## src/rtl/operand_entry.sv

```systemverilog
// operand_entry: conditions raw buttons and digit switches into a BCD operand, sign and enter/clear strobes
// Ports:
//   i_clk, i_rst_n                       clock, asynchronous active-low reset
//   i_digit                              BCD digit switches, sampled on a push press
//   i_push_btn/i_enter_btn/i_clear_btn   raw buttons: shift digit in, commit, clear
//   i_sign_btn                           raw button: toggles sign (only with OPERAND_ENTRY_SIGN_EN)
//   o_val, o_sign                        BCD operand (LS digit in [3:0]) and sign, 1 = negative
//   o_enter, o_clear, o_digit_err        one-cycle strobes
//   o_count, o_full                      significant digits entered, operand full
// Build option: define OPERAND_ENTRY_SIGN_EN to build the sign button path; otherwise o_sign is 0.
module operand_entry #(
   parameter int DEBOUNCE_CYCLES = 250000,
   parameter int DIGITS = 10
) (
   input  logic                  i_clk,
   input  logic                  i_rst_n,
   input  logic [3:0]            i_digit,
   input  logic                  i_push_btn,
   input  logic                  i_enter_btn,
   input  logic                  i_clear_btn,
   input  logic                  i_sign_btn,
   output logic [4*DIGITS-1:0]   o_val,
   output logic                  o_sign,
   output logic                  o_enter,
   output logic                  o_clear,
   output logic [3:0]            o_count,
   output logic                  o_full,
   output logic                  o_digit_err
);
`ifdef OPERAND_ENTRY_SIGN_EN
   localparam int NB = 4;
   logic [NB-1:0] raw;
   assign raw = {i_sign_btn, i_clear_btn, i_enter_btn, i_push_btn};
`else
   localparam int NB = 3;
   logic [NB-1:0] raw;
   logic          unused_sign;
   assign raw = {i_clear_btn, i_enter_btn, i_push_btn};
   assign unused_sign = i_sign_btn;
`endif
   localparam int CW = $clog2(DEBOUNCE_CYCLES);

   logic [NB-1:0] rise, press_q;

   for (genvar b = 0; b < NB; b++) begin : g_btn
      logic          s1_q, s2_q, lvl_q, lvl_d, prev_q;
      logic [CW-1:0] cnt_q, cnt_d;
      // accepted level flips only after DEBOUNCE_CYCLES consecutive disagreeing samples
      always_comb begin
         lvl_d = lvl_q;
         cnt_d = '0;
         if (s2_q != lvl_q) begin
            if (cnt_q == CW'(DEBOUNCE_CYCLES - 1)) lvl_d = s2_q;
            else cnt_d = cnt_q + 1'b1;
         end
      end
      always_ff @(posedge i_clk or negedge i_rst_n) begin
         if (!i_rst_n) begin
            s1_q   <= 1'b0;
            s2_q   <= 1'b0;
            lvl_q  <= 1'b0;
            prev_q <= 1'b0;
            cnt_q  <= '0;
         end else begin
            s1_q   <= raw[b];
            s2_q   <= s1_q;
            lvl_q  <= lvl_d;
            prev_q <= lvl_q;
            cnt_q  <= cnt_d;
         end
      end
      assign rise[b] = lvl_q & ~prev_q;
   end

   always_ff @(posedge i_clk or negedge i_rst_n) begin
      if (!i_rst_n) press_q <= '0;
      else press_q <= rise;
   end

   typedef enum logic [1:0] {EMPTY, ENTRY, FULL, COMMITTED} state_e;

   state_e               st_q, st_d;
   logic [4*DIGITS-1:0]  val_q, val_d;
   logic [3:0]           cnt_q, cnt_d;
   logic                 sign_q, sign_d, enter_q, enter_d, clear_q, clear_d, err_q, err_d;

   // priority: clear > enter > push > sign; losers in the same cycle are dropped
   always_comb begin
      st_d    = st_q;
      val_d   = val_q;
      cnt_d   = cnt_q;
      sign_d  = sign_q;
      enter_d = 1'b0;
      clear_d = 1'b0;
      err_d   = 1'b0;
      if (press_q[2]) begin
         st_d    = EMPTY;
         val_d   = '0;
         cnt_d   = 4'd0;
         sign_d  = 1'b0;
         clear_d = 1'b1;
      end else if (press_q[1]) begin
         st_d    = COMMITTED;
         enter_d = 1'b1;
      end else if (press_q[0]) begin
         if (i_digit > 4'd9 || st_q == FULL) err_d = 1'b1;
         else if (st_q == COMMITTED) begin
            sign_d = 1'b0;
            val_d  = (4*DIGITS)'(i_digit);
            cnt_d  = (i_digit == 4'd0) ? 4'd0 : 4'd1;
            st_d   = (i_digit == 4'd0) ? EMPTY : ENTRY;
         end else if (!(st_q == EMPTY && i_digit == 4'd0)) begin
            val_d = {val_q[4*DIGITS-5:0], i_digit};
            cnt_d = cnt_q + 4'd1;
            st_d  = (cnt_d == 4'(DIGITS)) ? FULL : ENTRY;
         end
      end
`ifdef OPERAND_ENTRY_SIGN_EN
      else if (press_q[3]) begin
         sign_d = ~sign_q;
         if (st_q == COMMITTED) st_d = (cnt_q == 4'(DIGITS)) ? FULL : ENTRY;
      end
`endif
   end

   always_ff @(posedge i_clk or negedge i_rst_n) begin
      if (!i_rst_n) begin
         st_q    <= EMPTY;
         val_q   <= '0;
         cnt_q   <= 4'd0;
         sign_q  <= 1'b0;
         enter_q <= 1'b0;
         clear_q <= 1'b0;
         err_q   <= 1'b0;
      end else begin
         st_q    <= st_d;
         val_q   <= val_d;
         cnt_q   <= cnt_d;
         sign_q  <= sign_d;
         enter_q <= enter_d;
         clear_q <= clear_d;
         err_q   <= err_d;
      end
   end

   assign o_val       = val_q;
   assign o_sign      = sign_q;
   assign o_enter     = enter_q;
   assign o_clear     = clear_q;
   assign o_count     = cnt_q;
   assign o_full      = (cnt_q == 4'(DIGITS));
   assign o_digit_err = err_q;
endmodule

```

## config.mk

```make
export PLATFORM = sky130hd
export DESIGN_NAME = operand_entry
export DESIGN_NICKNAME = d
export VERILOG_FILES = /design/src/rtl/operand_entry.sv
export SDC_FILE = /design/constraint.sdc
export NUM_CORES = 1
export LEC_CHECK = 0
export BUFFER_PORTS_ARGS = -buffer_cell sky130_fd_sc_hd__buf_2
export CORE_MARGIN = 4
export CORE_UTILIZATION = 62
export DETAILED_ROUTE_END_ITERATION = 8
export GPL_ROUTABILITY_DRIVEN = 0
export MAX_ROUTING_LAYER = met4
export PLACE_DENSITY = 0.84
export SKIP_LAST_GASP = 1
export SYNTH_ARGS = -nofsm -noshare
export SYNTH_HDL_FRONTEND = slang
export SYNTH_SLANG_ARGS = --single-unit
```

## constraint.sdc

```tcl
create_clock -name i_clk -period 3.48 [get_ports i_clk]
set_input_delay 0.174 -clock i_clk [delete_from_list [all_inputs] [get_ports i_clk]]
set_output_delay 0.174 -clock i_clk [all_outputs]
set_load 0.02 [all_outputs]
```

# Word-level counts from Yosys, hierarchy flattened

Index checks and enable logic that the tools add are counted.

Register bits: 119
Word-level logic and storage cells: 101

Add/subtract/negate cells: 4
$lt $le $gt $ge: 1
Equality and inequality tests: 15
Muxes and demuxes: 39
Bitwise logic cells: 6
Reductions and logical operators: 13

Operators with widths:

| operator                | count |
|---|---|
| $mux W40                | 6 |
| $mux W18                | 6 |
| $add A18 B1 Y18 const B | 3 |
| $eq A18 B18 Y1 const B  | 3 |
| $mux W4                 | 6 |
| $mux W1                 | 14 |
| $mux W2                 | 7 |
| $eq A4 B4 Y1 const B    | 2 |
| $reduce_and A4 Y1       | 2 |
| $ne A3 B3 Y1 const B    | 2 |
| $reduce_and A2 Y1       | 3 |
| $add A4 B1 Y4 const B   | 1 |
| $eq A2 B2 Y1 const B    | 2 |
| $gt A4 B4 Y1 const B    | 1 |
| $logic_not A4 Y1        | 1 |
| $ne A4 B4 Y1 const B    | 1 |
| $reduce_bool A2 Y1      | 2 |
| $and A1 B1 Y1           | 3 |
| $ne A1 B1 Y1            | 3 |
| $not A1 Y1              | 3 |
| $reduce_and A3 Y1       | 1 |
| $reduce_bool A3 Y1      | 1 |
| $logic_not A2 Y1        | 1 |
| $ne A2 B1 Y1 const B    | 1 |
| other kinds (3)         | 3 |

# Logic depth before layout (Yosys ltp)

Gate-level depths: netlist of the first run.

Depth after elaboration: 9
Depth in mapped cells: 8
Mapped depth without buffers: 6

# Worst setup path before layout of the first run

Ideal clock, no wire load.

Path kind: flip-flop to flip-flop
Start point: register g_btn[1].cnt_q[0]
End point: register g_btn[1].cnt_q[10]
Setup time: 0.132 ns
Data arrival time: 1.732 ns
Setup slack: 1.616 ns
Stages on the path, launching flop included: 8
Clock period less this slack: 1.864 ns
Cells stage by stage: dfrtp_1 ha_1 nand3_1 nor4_1 nand2b_1 clkbuf_1 clkbuf_1 nor2_1

Longest elaborated chain between the ends: 3

RTL lines:

| what                                              | RTL line | text |
|---|---|---|
| start: declaration                                | 47       | `logic [CW-1:0] cnt_q, cnt_d;` |
| start signal: assignment                          | 69       | `cnt_q <= cnt_d;` |
| $add A18 B1 Y18 or $eq A18 B18 Y1 (tied branches) | 54, 53   |  |
| $mux W18 *                                        | 53       | `if (cnt_q == CW'(DEBOUNCE_CYCLES - 1)) lvl_d = s2_q;` |
| $mux W18 *                                        | 52       | `if (s2_q != lvl_q) begin` |
| net g_btn[1].cnt_d[10]                            | 47       |  |

The timed path passes the listed nets; every way through them passes the cells marked *.
A chain may end at the register's enable or synchronous reset.

# Worst setup path after layout of the first run

Start point: input i_digit[1]
End point: register val_q[31] (netlist: o_val[31])

Longest elaborated chain between the ends: 4

RTL lines:

| what                                                          | RTL line | text |
|---|---|---|
| start: declaration                                            | 17       | `input logic [3:0] i_digit,` |
| $gt A4 B4 Y1 or $logic_not A4 Y1 (tied branches)              | 106, 112 |  |
| $logic_or A1 B1 Y1 or $logic_and A1 B1 Y1 (tied branches)     | 106, 112 |  |
| $ne A2 B2 Y1 (no source line) or $ne A3 B3 Y1 (tied branches) | --       |  |
| $reduce_and A4 Y1 (no source line) *                          | --       |  |
| end signal: assignment                                        | 137      | `val_q <= val_d;` |
| end: declaration                                              | 83       | `logic [4*DIGITS-1:0] val_q, val_d;` |

Mark *: on every way between the ends. The rest lies on a longest branch, timed or not.

==> metrics.md, run 1 <==
| Metric | Value |
|---|---|
| Status | finished, final reports clean |
| CP cell instances | dlygate4sd3_1 > buf_2 > or4_4 > o2111ai_4 > and2b_1 > buf_4 > a22o_1 |
| Post-Syn Area | 0.005035 mm^2 |
| Most numerous cell in the Yosys netlist | dfrtp_1 |
| Startpoint types | primary input |
| Share of cells above drive strength 1 | 17.96% |
| Static leakage | 2.959 nW |
| Critical path required time | 3.91 ns |
| Min Tclk post-route | between 2 and 2.5 ns |
| Die H | roughly 100 um |
| Placeable Area | 0.007807 mm^2 |
| Clock sink count | approximately 120 |
| Synth top area share | 58.65% |
| CTS resizes | 0 |
| Iter 0 DRT Violations | 171 |
| R2R Setup Slk | 1.42 ns |
| Max stage delay on crit path | approximately 0.56 ns |
| CP bufs+invs | 3 |
| CTS Buf Count | 17 |
| Largest net degree at the start of global routing | 71 |
| GR Overflow Total | 0 |
| Skew-Pair Late Insertion Delay | approximately 0.50 ns |
| Routed len/inst | 16.81 um |
| Post-synth ARST share | 100.0% |
| Worst min path class | primary input to async pin |
| CTS root buf | clkbuf_8 |
| WHS | 0.3095 ns |
| Peak Freq | ~0.46 GHz |
| Area Growth Syn to Fin | 20.70% |
| Commonest register cell after synthesis | dfrtp_1 |
| Most instantiated cells after synthesis | 118 x dfrtp_1, 75 x nor2_1, 36 x a22o_1, 29 x nand2_1, 29 x xor2_1 |
| Post-synth EDFFs | 0 |
| Worst setup path class | primary input to register |
| Most area-consuming cells after synthesis | dfrtp_1 59%, a22o_1 6.3%, nor2_1 5.6%, xor2_1 5.0%, xnor2_1 4.0% |
| Yosys reg bits | around 120 |
| RR Startpoint | g_btn[1].cnt_q[0] |
| Num rows | 32 |
| Die area | a little under 0.01 mm^2 |
| Cell type with the largest total area after synthesis | dfrtp_1 |
| Antenna violations before repair | 1 |
| Via count | 3,614 |
| Final setup margin | 1.304 ns |
| Maximum VDD drop | 373.3 uV |
| Worst setup EP type | register |
| H-tree levels | 4 |
| I/O pins | 59 |
| Remaining DRCs | 0 |
| CP top delay family | buffers and inverters |
| Worst EP arrival | 2.61 ns |
| Total track usage | 24.00% |
| Max clock buf depth | 2 |
| Avg Vias per Cell | around 5.7 |
| Synth Net Count | 460 |
| Initial DRT Pass Iterations | 5 |
| Setup Fix Bufs, Post-CTS | 0 |
| Post-synthesis sequential area ratio | 58.65% |
| Period utilization | 62.53% |
| Setup Total Neg Slack | 0 ns |
| Worst R2R Path Depth | 5 |
| Cells after Synth | 444 |
| Antenna-violating nets left | 0 |
| Final HPWL DP | 6303 um |
| PD cells | 532.7 mW/mm^2 |
| Max-cap violation count | 0 |
| CTS tree | yes |
| Die width | around 98 um |
| Final hold vios | 0 |
| Critical Path Fanout Max | 38 |
| Warnings from Yosys | 0 |
| Final setup fails | 0 |
| Global-route wire length before repair | 18,060 um |
| Port Buffers | 56 |
| Unrepaired setup endpoints after global routing | no |
| CP max stage cell | or4_4 |
| DRT Wirelength | ~11,000 um |
| Final #Nets | 532 |
| Post-synth cell types | 40 |
| Worst-path clk slew | around 0.060 ns |
| Critical R2R Capture | g_btn[1].cnt_q[9] |
| Initial core utilization | 64.49% |
| Final setup skew | between 0.007 and 0.008 ns |
| Slew HR | 42.63% |
| Worst-margin pin slew | 0.8605 ns |
| Final slew viol count | 0 |
| Vias in the first global route | 3,692 |
| Pre-CTS WS | about 1.4 ns |
| Syn_area_per_cell | 11.34 um^2 |
[repair_timing]
| action | 4_1_cts | 5_1_grt |
|---|---|---|
| setup endpoints to repair | 0 | 0 |
| hold endpoints to repair | 75 | 0 |
| hold buffers | 8 | 0 |
[power by group]
part           total [mW]  leakage [nW]  switching [mW]  internal, mW
registers            1.40          1.62          0.0141          1.39
clock network        1.75         0.288           0.636          1.11
logic              0.0856          1.05          0.0587        0.0269
total                3.24          2.96           0.709          2.53
[worst register-to-register path, cell delays in order (launching register included)]
cell,delay [ns]
dfrtp_1,0.38
ha_1,0.20
nand3_1,0.17
nor4_1,0.43
nand2b_1,0.59
nor2_1,0.14
[registers in the layout, indices dropped and copies added, names as in the netlist]
signal and count:
press_q 3, g_btn.cnt_q 54, o_count 4, o_enter 1, g_btn.prev_q 3, st_q 2, g_btn.lvl_q 3, o_clear 1
o_digit_err 1, o_val 40, g_btn.s1_q 3, g_btn.s2_q 3
[worst max path at each step]
stage / from / slack (ns) / cells past startpoint / end
6_report: i_digit[1] / 1.30 / 7 / o_val[31]
5_1_grt: g_btn[2].cnt_q[0] / 1.17 / 5 / g_btn[2].cnt_q[9]
4_1_cts: i_digit[0] / 1.35 / 7 / o_val[32]
3_5_place_dp: g_btn[2].cnt_q[0] / 1.42 / 5 / g_btn[2].cnt_q[2]
3_3_place_gp: i_digit[0] / 1.46 / 6 / o_val[5]
2_1_floorplan: g_btn[1].cnt_q[0] / 1.62 / 7 / g_btn[1].cnt_q[10]
[kinds of logic after synthesis]
kind of cell	count (synthesis)	share of synthesized area, %
buf+inv	23	2.435
mux	8	1.665
simple gates	186	18.39
compound gates	50	8.251
fa+ha+maj	6	1.491
other cells	1	0.07448
xor+xnor	52	9.046
flops	118	58.65
[final cells by class]
| cell class | count | area (um^2) |
|---|---|---|
| fill | 492 | 1730 |
| clock buffer | 18 | 427.9 |
| sequential | 118 | 2953 |
| antenna | 1 | 2.502 |
| timing repair buffer | 68 | 392.9 |
| multi-input combinational | 303 | 1968 |
| inverter | 8 | 30.03 |
| clock inverter | 14 | 175.2 |
| tap | 102 | 127.6 |
[layer usage]
metal,up-vias,GRT usage [%],part of all wire [%]
met3,18,5.571,4.0
li1,1690,-,-
met4,0,8.733,1.8
met5,-,-,0
met2,84,37.91,51
met1,1822,30.54,43
[through the flow]
step	cell area, um^2	power [mW]	std cells	utilization [%]
5_1_grt	6077	3.349	632	77.84
3_3_place_gp	5391	1.496	591	69.05
2_1_floorplan	5035	1.457	444	-
3_5_place_dp	5391	1.502	591	69.05
4_1_cts	6075	3.261	631	77.80
6_report	6077	3.237	632	77.84
[placed cells by master, fill, tap and decap left out, types with 2 or more instances in the layout]
cell and n:
dfrtp_1 118, inv_1 8, clkinv_4 4, bufinv_16 3, a22o_1 36, clkinv_2 2, and3_1 8, nor3_1 3
nand2b_1 4, clkbuf_8 2, nor4_1 9, xnor2_1 23, buf_4 5, ha_1 6, xor2_1 29, nor2b_1 7
inv_6 2, nand4_1 9, clkbuf_16 16, o21ai_1 5, a21oi_1 5, nand3_1 21, buf_2 55, nor2_1 75
and4_1 6, mux2i_1 5, nand2_1 29, mux2_1 3, dlygate4sd3_1 8, and2_1 2, nand3b_1 2, clkinvlp_4 3
nor4bb_1 3
(Power assumes the default switching activity.)
==> run 2, diff against run 1 <==
--- a/config.mk
+++ b/config.mk
@@ -7,11 +7,11 @@
 export LEC_CHECK = 0
 export BUFFER_PORTS_ARGS = -buffer_cell sky130_fd_sc_hd__buf_2
 export CORE_MARGIN = 4
-export CORE_UTILIZATION = 62
+export CORE_UTILIZATION = 52
 export DETAILED_ROUTE_END_ITERATION = 8
 export GPL_ROUTABILITY_DRIVEN = 0
 export MAX_ROUTING_LAYER = met4
-export PLACE_DENSITY = 0.84
+export PLACE_DENSITY = 0.75
 export SKIP_LAST_GASP = 1
 export SYNTH_ARGS = -nofsm -noshare
 export SYNTH_HDL_FRONTEND = slang
==> constraint.sdc (replaced) <==
create_clock -name i_clk -period 1.95 [get_ports i_clk]
set_input_delay 0.0975 -clock i_clk [delete_from_list [all_inputs] [get_ports i_clk]]
set_output_delay 0.0975 -clock i_clk [all_outputs]
set_load 0.02 [all_outputs]
==> run 2 against run 1 <==
Against the previous run:
- die area increased by 18%
- count of clock-buffer cells in the layout increased by 6
- hold slack got worse by 0.24 ns
- core utilization decreased by 11 points
- total power increased by 83%
- largest cell class unchanged
- highest routed layer unchanged
==> metrics.md, run 2 (same netlist as run 1, synthesis figures left out) <==
| Metric | Value |
|---|---|
| Largest register FFs | 54 (unchanged) |
| GR Overflow Total | 0 (unchanged) |
| CTS root buf | clkbuf_8 |
| Status | finished, final reports clean |
| Die width | 106.4 um (+8.4%) |
| Worst setup path class | primary input to register |
| Port Buffers | 56 (unchanged) |
| Final Cell Area | 0.006266 mm^2 (+3.1%) |
| Setup Total Neg Slack | 0 ns (unchanged) |
| Global-route wire length before repair | 17,460 um (-3.3%) |
| Min Tclk post-route | 1.809 ns |
| Initial DRT Pass Iterations | 4 (-1) |
| Initial core utilization | 53.98% (-11 points) |
| Final slew viol count | 0 (unchanged) |
| Antenna-violating nets left | 0 (unchanged) |
| CTS Buf Count | 17 (unchanged) |
| Max clock buf depth | 2 (unchanged) |
| PD cells | 945.3 mW/mm^2 (+77%) |
| Max-cap violation count | 0 (unchanged) |
| Largest net degree at the start of global routing | 58 (-18%) |
| Die H | 106.4 um (+8.4%) |
| Skew-Pair Late Insertion Delay | 0.51 ns (about the same) |
| Period utilization | around 93% |
| Max stage delay on crit path | 0.59 ns (+0.03 ns) |
| Final setup skew | 0.006306 ns (-0.001391 ns) |
| Num rows | 35 (+9.4%) |
| Total track usage | 19.93% (-4.1 points) |
| Critical R2R Capture | g_btn[1].cnt_q[15] |
| Ant diodes | 0 (-1) |
| CTS tree | yes |
| Routed len/inst | 15.05 um (-10%) |
| Peak Freq | 0.5527 GHz |
| Antenna violations before repair | 0 (-1) |
| Worst R2R Path Depth | 6 (+1) |
| DRT Wirelength | 10,050 um (-5.4%) |
| Worst EP arrival | 2.24 ns (-0.37 ns) |
| Iter 0 DRT Violations | 171 (unchanged) |
| Static leakage | 3.049 nW (+3.0%) |
| Remaining DRCs | 0 (unchanged) |
| Critical Path Fanout Max | 38 (unchanged) |
| Placeable Area | 0.009328 mm^2 (+19%) |
| Worst setup EP type | register |
| I/O pins | 59 (unchanged) |
| Share of cells above drive strength 1 | 19.29% (+1.3 points) |
| Maximum VDD drop | 696.5 uV (+87%) |
| Via count | 3,554 (-1.7%) |
| Final Util | 67.18% (-11 points) |
| Vias in the first global route | 3,674 (-0.49%) |
| Placed cell areas | 0.005550 mm^2 (+2.9%) |
| Die area | 0.01132 mm^2 (+18%) |
| CP max stage cell | or4_4 |
| Final #Nets | 542 (+1.9%) |
| CP cell instances | dlygate4sd3_1 > buf_2 > or4_4 > o2111ai_4 > and2b_1 > buf_12 > nand2_1 > o21ai_1 |
| Unrepaired setup endpoints after global routing | no |
| Setup Fix Bufs, Post-CTS | 0 (unchanged) |
| Commonest cells after routing, fill and taps aside | 118 x dfrtp_1, 74 x nor2_1, 55 x buf_2 |
| WHS | 0.06720 ns (-0.2423 ns) |
| Critical path required time | 2.38 ns (-1.53 ns) |
| R2R Setup Slk | 0.15 ns (-1.27 ns) |
| Most common cell after layout, fill and taps aside | dfrtp_1 |
| Final setup fails | 0 (unchanged) |
| RR Startpoint | g_btn[1].cnt_q[0] |
| Most flop-heavy register | g_btn.cnt_q |
| Avg Vias per Cell | 5.320 (-7.0%) |
| H-tree levels | 4 (unchanged) |
| Final HPWL DP | 6581 um (+4.4%) |
| Worst min path class | primary input to async pin |
| Area Growth Syn to Fin | 24.45% |
| Final hold vios | 0 (unchanged) |
| Startpoint types | primary input |
| Clock sink count | 118 (unchanged) |
| Worst-path clk slew | 0.06 ns (about the same) |
run 2: cell types whose count changed in the layout (fill, tap and decap cells not counted), sizes merged:
cell,previous run,this run
diode,1,0
clkbuf,18,24
buf,60,70
clkinvlp,3,1
clkinv,6,3
inv,10,8
bufinv,3,4
run 2: how the worst max path moves through the flow:
stage,slack [ns],end,cells after the start,from
3_5_place_dp,0.15,st_q[1],5,o_count[0]
2_1_floorplan,0.09,g_btn[1].cnt_q[10],7,g_btn[1].cnt_q[0]
6_report,0.14,o_count[1],8,i_digit[0]
4_1_cts,0.13,g_btn[1].cnt_q[9],6,g_btn[1].cnt_q[0]
5_1_grt,0.01,g_btn[1].cnt_q[7],6,g_btn[1].cnt_q[0]
3_3_place_gp,0.22,o_val[4],6,i_digit[0]
run 2: power breakdown:
group          total, mW  switching, mW  internal (mW)
clock               3.26           1.02           2.24
sequential          2.50         0.0250           2.48
combinational      0.164          0.105         0.0587
total               5.92           1.15           4.77
run 2: routing by layer:
metal	part of all wire, %	track usage, %	vias up
met1	43	23.89	1773
met3	3.4	5.039	13
li1	-	-	1701
met5	0	-	-
met2	53	32.31	67
met4	1.4	8.233	0
run 2: stage by stage:
step,std cells,worst slack (ns),power (mW)
after CTS,668,0.1320,5.986
after global placement,628,0.2215,2.685
final,668,0.1406,5.924
after detailed placement,628,0.1496,2.697
after floorplan,444,0.08616,2.600
after global routing,668,0.01394,6.137
run 2: cell type report:
cell class | instances | area [um^2]
sequential | 118 | 2953
clock inverter | 8 | 142.6
clock buffer | 24 | 490.5
timing repair buffer | 78 | 518.0
fill | 727 | 3062
multi-input combinational | 303 | 1971
tap | 129 | 161.4
inverter | 8 | 30.03
run 2: critical path: cells and delay by family:
family / cells / cell delay, ns
simple gates: 3 / 0.87
buf+inv: 3 / 0.90
compound gates: 2 / 0.37
run 2: repair_timing:
| item | 4_1_cts | 5_1_grt |
|---|---|---|
| hold buffers | 8 | 0 |
| endpoints found under the setup margin | 0 | 1 |
| resized for setup | 0 | 1 |
| hold endpoints to repair | 94 | 0 |
